$ cat config.mk
export PLATFORM = sky130hd
export DESIGN_NAME = hmmm_mem_arbiter
export DESIGN_NICKNAME = d
export VERILOG_FILES = /design/src/rtl/hmmm_mem_arbiter.sv
export SDC_FILE = /design/constraint.sdc
export NUM_CORES = 1
export LEC_CHECK = 0
export CAP_MARGIN = 20
export CORE_UTILIZATION = 36
export CTS_BUF_LIST = sky130_fd_sc_hd__clkbuf_8 sky130_fd_sc_hd__clkbuf_16
export DETAILED_ROUTE_END_ITERATION = 10
export PLACE_DENSITY = 0.7
export SLEW_MARGIN = 20
export SYNTH_ARGS = -nofsm -noshare
export SYNTH_HDL_FRONTEND = slang
export SYNTH_SLANG_ARGS = --single-unit
$ cat constraint.sdc
create_clock -name clk -period 5 [get_ports clk]
set_input_delay 1.25 -clock clk [delete_from_list [all_inputs] [get_ports clk]]
set_output_delay 1.25 -clock clk [all_outputs]
set_load 0.01 [all_outputs]
$ cat src/rtl/hmmm_mem_arbiter.sv
// rtl/hmmm_mem_arbiter.sv - CPU/debug SRAM arbiter with strobe sequencer
// Outputs are registered from next-state decode so strobes never glitch.
module hmmm_mem_arbiter #(
  parameter int ADDR_WIDTH    = 8,
  parameter int DATA_WIDTH    = 16,
  parameter int WAIT_CYCLES   = 1,
  parameter int MAX_CPU_BURST = 4
) (
  input  logic                  clk,
  input  logic                  reset_n,
  input  logic                  cpu_req,
  input  logic                  cpu_we,
  input  logic [ADDR_WIDTH-1:0] cpu_adr,
  input  logic [DATA_WIDTH-1:0] cpu_wdata,
  output logic [DATA_WIDTH-1:0] cpu_rdata,
  output logic                  cpu_ack,
  input  logic                  dbg_req,
  input  logic                  dbg_we,
  input  logic [ADDR_WIDTH-1:0] dbg_adr,
  input  logic [DATA_WIDTH-1:0] dbg_wdata,
  output logic [DATA_WIDTH-1:0] dbg_rdata,
  output logic                  dbg_ack,
  input  logic                  dbg_halt,
  output logic                  cpu_stall,
  output logic                  sram_ce_n,
  output logic                  sram_oe_n,
  output logic                  sram_we_n,
  output logic [ADDR_WIDTH-1:0] sram_adr,
  output logic [DATA_WIDTH-1:0] sram_wdata,
  output logic                  sram_drive,
  input  logic [DATA_WIDTH-1:0] sram_rdata
);

  localparam logic [3:0] WAIT_LOAD = 4'(WAIT_CYCLES);
  localparam logic [3:0] BURST_MAX = 4'(MAX_CPU_BURST);

  typedef enum logic [2:0] {
    S_IDLE,
    S_SETUP,
    S_ACCESS,
    S_RECOVER,
    S_DONE
  } state_t;

  state_t     state, state_nxt;
  logic [3:0] wait_cnt;
  logic [3:0] streak;
  logic       cmd_we, cmd_dbg;
  logic       grant_cpu, grant_dbg;
  logic       we_nxt, dbg_nxt;
  logic       ce_n_nxt, oe_n_nxt, we_n_nxt, drive_nxt;
  logic       cpu_ack_nxt, dbg_ack_nxt;
  logic       last_access;

  assign last_access = (state == S_ACCESS) && (wait_cnt == 4'd1);
  assign cpu_stall   = cpu_req & ~cpu_ack;

  // Debug forward progress: once the CPU has won BURST_MAX times in a row
  // over a waiting debug request, debug takes the next slot.
  always_comb begin
    grant_cpu = 1'b0;
    grant_dbg = 1'b0;
    if (state == S_IDLE) begin
      if (dbg_halt)
        grant_dbg = dbg_req;
      else if (cpu_req && dbg_req && (streak == BURST_MAX))
        grant_dbg = 1'b1;
      else if (cpu_req)
        grant_cpu = 1'b1;
      else if (dbg_req)
        grant_dbg = 1'b1;
    end
  end

  always_comb begin
    state_nxt   = state;
    we_nxt      = cmd_we;
    dbg_nxt     = cmd_dbg;
    ce_n_nxt    = 1'b1;
    oe_n_nxt    = 1'b1;
    we_n_nxt    = 1'b1;
    drive_nxt   = 1'b0;
    cpu_ack_nxt = 1'b0;
    dbg_ack_nxt = 1'b0;
    if (grant_dbg) begin
      we_nxt  = dbg_we;
      dbg_nxt = 1'b1;
    end else if (grant_cpu) begin
      we_nxt  = cpu_we;
      dbg_nxt = 1'b0;
    end
    case (state)
      S_IDLE:    if (grant_cpu || grant_dbg) state_nxt = S_SETUP;
      S_SETUP:   state_nxt = S_ACCESS;
      S_ACCESS:  if (wait_cnt == 4'd1) state_nxt = cmd_we ? S_RECOVER : S_DONE;
      S_RECOVER: state_nxt = S_DONE;
      S_DONE:    state_nxt = S_IDLE;
      default:   state_nxt = S_IDLE;
    endcase
    case (state_nxt)
      S_SETUP: begin
        ce_n_nxt  = 1'b0;
        drive_nxt = we_nxt;
      end
      S_ACCESS: begin
        ce_n_nxt  = 1'b0;
        oe_n_nxt  = we_nxt;
        we_n_nxt  = ~we_nxt;
        drive_nxt = we_nxt;
      end
      S_RECOVER: begin
        ce_n_nxt  = 1'b0;
        drive_nxt = 1'b1;
      end
      S_DONE: begin
        cpu_ack_nxt = ~dbg_nxt;
        dbg_ack_nxt = dbg_nxt;
      end
      default: ;
    endcase
  end

  always_ff @(posedge clk or negedge reset_n) begin
    if (!reset_n) begin
      state      <= S_IDLE;
      wait_cnt   <= '0;
      streak     <= '0;
      cmd_we     <= 1'b0;
      cmd_dbg    <= 1'b0;
      sram_ce_n  <= 1'b1;
      sram_oe_n  <= 1'b1;
      sram_we_n  <= 1'b1;
      sram_drive <= 1'b0;
      sram_adr   <= '0;
      sram_wdata <= '0;
      cpu_rdata  <= '0;
      dbg_rdata  <= '0;
      cpu_ack    <= 1'b0;
      dbg_ack    <= 1'b0;
    end else begin
      state      <= state_nxt;
      cmd_we     <= we_nxt;
      cmd_dbg    <= dbg_nxt;
      sram_ce_n  <= ce_n_nxt;
      sram_oe_n  <= oe_n_nxt;
      sram_we_n  <= we_n_nxt;
      sram_drive <= drive_nxt;
      cpu_ack    <= cpu_ack_nxt;
      dbg_ack    <= dbg_ack_nxt;
      if (grant_dbg) begin
        sram_adr   <= dbg_adr;
        sram_wdata <= dbg_wdata;
        streak     <= '0;
      end else if (grant_cpu) begin
        sram_adr   <= cpu_adr;
        sram_wdata <= cpu_wdata;
        if (!dbg_req)
          streak <= '0;
        else if (streak < BURST_MAX)
          streak <= streak + 4'd1;
      end
      if (state == S_SETUP)
        wait_cnt <= WAIT_LOAD;
      else if (state == S_ACCESS)
        wait_cnt <= wait_cnt - 4'd1;
      if (last_access && !cmd_we) begin
        if (cmd_dbg)
          dbg_rdata <= sram_rdata;
        else
          cpu_rdata <= sram_rdata;
      end
    end
  end

endmodule

== Word-level counts from Yosys, hierarchy flattened ==
Cells that the tools add are included.

* Bits in registers: 75
* Input bits: 71
* Output and inout port bits: 63
* Logic and storage cells: 80

* Add/subtract/negate cells: 2
* Magnitude comparators: 1
* Eq/ne operators: 10
* Multiplexer cells: 33
* Bitwise logic cells: 5
* Reduce and logical (&&, ||, !) cells: 14

{| class="wikitable"
|+ Operator list
! kind !! count
|-
| $mux 16 || 2
|-
| $mux 4 || 6
|-
| $mux 1 || 18
|-
| $mux 8 || 2
|-
| $eq 3x2->1 const B || 4
|-
| $pmux 3 s4 || 1
|-
| $mux 3 || 3
|-
| $eq 3x1->1 const B || 2
|-
| $reduce_and 2->1 || 3
|-
| $add 4x1->4 const B || 1
|-
| $eq 4x1->1 const B || 1
|-
| $eq 4x3->1 const B || 1
|-
| $logic_and 1x1->1 || 4
|-
| $lt 4x3->1 const B || 1
|-
| $not 1->1 || 4
|-
| $reduce_bool 2->1 || 2
|-
| $sub 4x1->4 const B || 1
|-
| $eq 3x3->1 const B || 1
|-
| $logic_not 3->1 || 1
|-
| $ne 3x1->1 const B || 1
|-
| $reduce_or 3->1 || 1
|-
| $pmux 1 s2 || 1
|-
| $reduce_or 2->1 || 1
|-
| $and 1x1->1 || 1
|-
| 2 further kinds || 2
|}

== Depth between registers and ports, before layout ==
* Depth after elaboration: 11
* Depth in mapped cells: 8
* Gate-level depth less buffers: 6

== Worst setup path after synthesis ==
OpenSTA, ideal clock, no wires.

* Kind: in2out
* Start point: in cpu_req
* End point: out cpu_stall
* Data arrival time: 1447 ps
* Data required time: 3750 ps
* Path slack: 2303 ps
* Cell stages on the path: 1
* Buffers on the path: 0
* Cells stage by stage: nor2b_1

* Longest elaborated chain between the ends: 1

{| class="wikitable"
|+ Ends and longest elaborated chain
! what !! line !! source
|-
| from (decl) || 11 || <nowiki>input logic cpu_req,</nowiki>
|-
| $and 1x1->1 || 56 || <nowiki>assign cpu_stall = cpu_req & ~cpu_ack;</nowiki>
|-
| to (decl) || 24 || <nowiki>output logic cpu_stall,</nowiki>
|}

Every way passes these cells.

== Worst setup path after layout ==
Ends and elaborated chain as after synthesis.

==> flow_summary.toml <==
[placement]
place_congestion = 0.767
port_buffers = 133
hpwlAfterDp_um = 5290
dp.cells = 469
post_dp_cell_area_sq_um = 4570

[critical_path]
setup.worst_path.class = "in2out"
critPathArrivalTime_ns = 2.41
crit_family = "buffers and inverters"
critPathCaptureType = "output port"
cp_max_fo = 3
critPathBufInv = 2
crit_top_cell = "clkdlybuf4s50_1"
worst_path_max_delay_cell = "clkdlybuf4s50_1"
start_kind = "primary input"
crit_chain = "clkdlybuf4s50_1 > nor2b_1 > clkdlybuf4s50_1"
critPathRequiredTime_ns = 3.75
critPathMaxStageDelay_ns = 0.54

[outcome]
status = "complete, no violations"

[floorplan]
placementRows = 33
ios = 134
fp.dieH_um = 96.0
start_util = 0.379
die-area_sq_um = 9210
core_area_sq_um = 8380
fp.dieW_um = 96.0

[clock_tree]
cts_hold_buf = 0
clk_pin_slew_ns = 0.08
ctsLongestPathBuffers = 2
clk_latency_ns = 0.34
cts_root_buf = "clkbuf_8"
clkSinkCount = 75
numCtsBuffers = 9
cts.repair.resized = 0
cts_max_level = 3
postCtsSetupBuffers = 0
cts_tree = "built"

[route]
route.vias.total = 2426
ant_nets = 0
drt-initial-drc-count = 132
drcViolationCount = 0
drt_first_pass_iters = 5
avgRoutedWirePerCell_um = 15.4
vias_per_cell = 4.99
routed_wl_um = 7470

[job]
drv_cap = 0

[grt]
grt_pass1_vias = 2586
grt_max_degree = 76
grt_remaining_overflow = 0
grt_pass1_wl_um = 12400
grt_antenna_before_repair = 0
grt_usage = 0.179

[layout]
final_cell_mix = "clkdlybuf4s50_1 (132), dfrtp_1 (72), inv_1 (38)"
layout_commonest_cell = "clkdlybuf4s50_1"
num-fill-cells = 730
final_cells = 486
syn_to_final_growth_pct = 49.7
drive_gt1_frac = 0.150
antenna_cells = 0
finalNetCount = 451
final_area_sq_um = 4760

[logic_synthesis]
ys_warn_count = 0
synth_ff_type = "dfrtp_1"
synth-seq-cells = 75
yosysUniqueCellTypes = 40
synth-edff-count = 0
syn_area_per_cell_sq_um = 13.0
syn_area_sq_um = 3180
yosysSeqAreaShare = 0.591
synth_nets = 319
synth-async-reset-ratio = 1.00
synthesis.instances = 244

[timing]
worst_pin_slew_ns = 0.914
max_slew_margin = 0.391
finalMaxSlewViolations = 0
skew_ns = 0.0105
hold_viol_final = 0
finalCriticalPeriod_ns = 3.66
whs_ns = 0.506
rsz0062_at_grt = "no"
setup_violations = 0
setup-tns-final_ns = 0
fmax_mhz = 273
finalCritPeriodShare = 0.731

[power_and_ir_drop]
vdd_ir_drop_max_uv = 251
powerDensity_nw_per_um2 = 577
p_leak_nw = 2.17

[worst_hold_path]
holdCritPathClass = "reg2reg"
## per-stage QoR
step,utilization,setup WS (ns),total power [mW]
final,0.568,1.34,2.74
after global routing,0.568,1.26,2.96
after CTS,0.565,1.33,2.78
after detailed placement,0.546,1.34,2.36
after global placement,0.546,1.35,2.33
after floorplan,-,2.30,1.71
## layer usage
metal,routed length (um),track usage
met1,3210,0.210
met2,3350,0.293
met3,872,0.0742
met4,36,0.0647
met5,0,0
## cell usage after synthesis, types with 2 or more instances
library cell,count,share of area
nand2b_1,4,0.0079
clkbuf_1,11,0.013
ha_1,4,0.016
inv_1,35,0.041
dfrtp_1,72,0.57
o22ai_1,2,0.0039
nor4b_1,2,0.0055
nand2_1,3,0.0035
o21ai_0,5,0.0079
a21oi_1,9,0.014
dfstp_2,3,0.025
nor2b_1,6,0.012
nor3_1,2,0.0031
mux2_2,22,0.078
nor2_1,6,0.0071
mux2_4,10,0.047
a222oi_1,25,0.079
## path summary, 6_finish.rpt
path	from	end	slack (ns)	depth (start not counted)
worst max-delay path	cpu_req	cpu_stall	1.34	3
worst min-delay path	dbg_rdata[5]	dbg_rdata[5]	0.51	1
worst max register to register	state[0]	sram_drive	2.65	4
worst min register to register	dbg_rdata[5]	dbg_rdata[5]	0.51	1
max in group asynchronous	reset_n	sram_adr[6]	3.36	1
min in group asynchronous	reset_n	dbg_rdata[2]	1.04	1
## where the power goes
part	switching [mW]	internal [mW]
sequential	0.186	0.881
combinational	0.526	0.755
clock	0.209	0.187
total	0.921	1.82
## flip-flops by register name, indices dropped and copies added, names as in the netlist
register / flops
cmd_dbg: 1
cmd_we: 1
cpu_ack: 1
cpu_rdata: 16
dbg_ack: 1
dbg_rdata: 16
sram_adr: 8
sram_ce_n: 1
sram_drive: 1
sram_oe_n: 1
sram_wdata: 16
sram_we_n: 1
state: 3
streak: 4
wait_cnt: 4
## area by class of cell
cell class | count | area (sq um) | share of cell area
clock buffer | 10 | 138 | 0.0289
clock inverter | 6 | 28.8 | 0.00605
inverter | 35 | 131 | 0.0276
multi-input combinational | 120 | 1100 | 0.231
sequential | 75 | 1880 | 0.395
tap | 105 | 131 | 0.0276
timing repair buffer | 135 | 1350 | 0.283
## cell families (layout without fill, tap and decap cells)
group / count (synthesis) / in the layout / synth area share
AO/OA/AOI/OAI: 51 / 51 / 0.131
multiplexers: 32 / 32 / 0.125
adder cells (fa/ha/maj): 4 / 4 / 0.0157
buffers and inverters: 49 / 186 / 0.0657
AND/OR/NAND/NOR: 32 / 32 / 0.0677
XOR/XNOR: 1 / 1 / 0.00276
flip-flops: 75 / 75 / 0.592
Power figures use the tool's default switching activity.
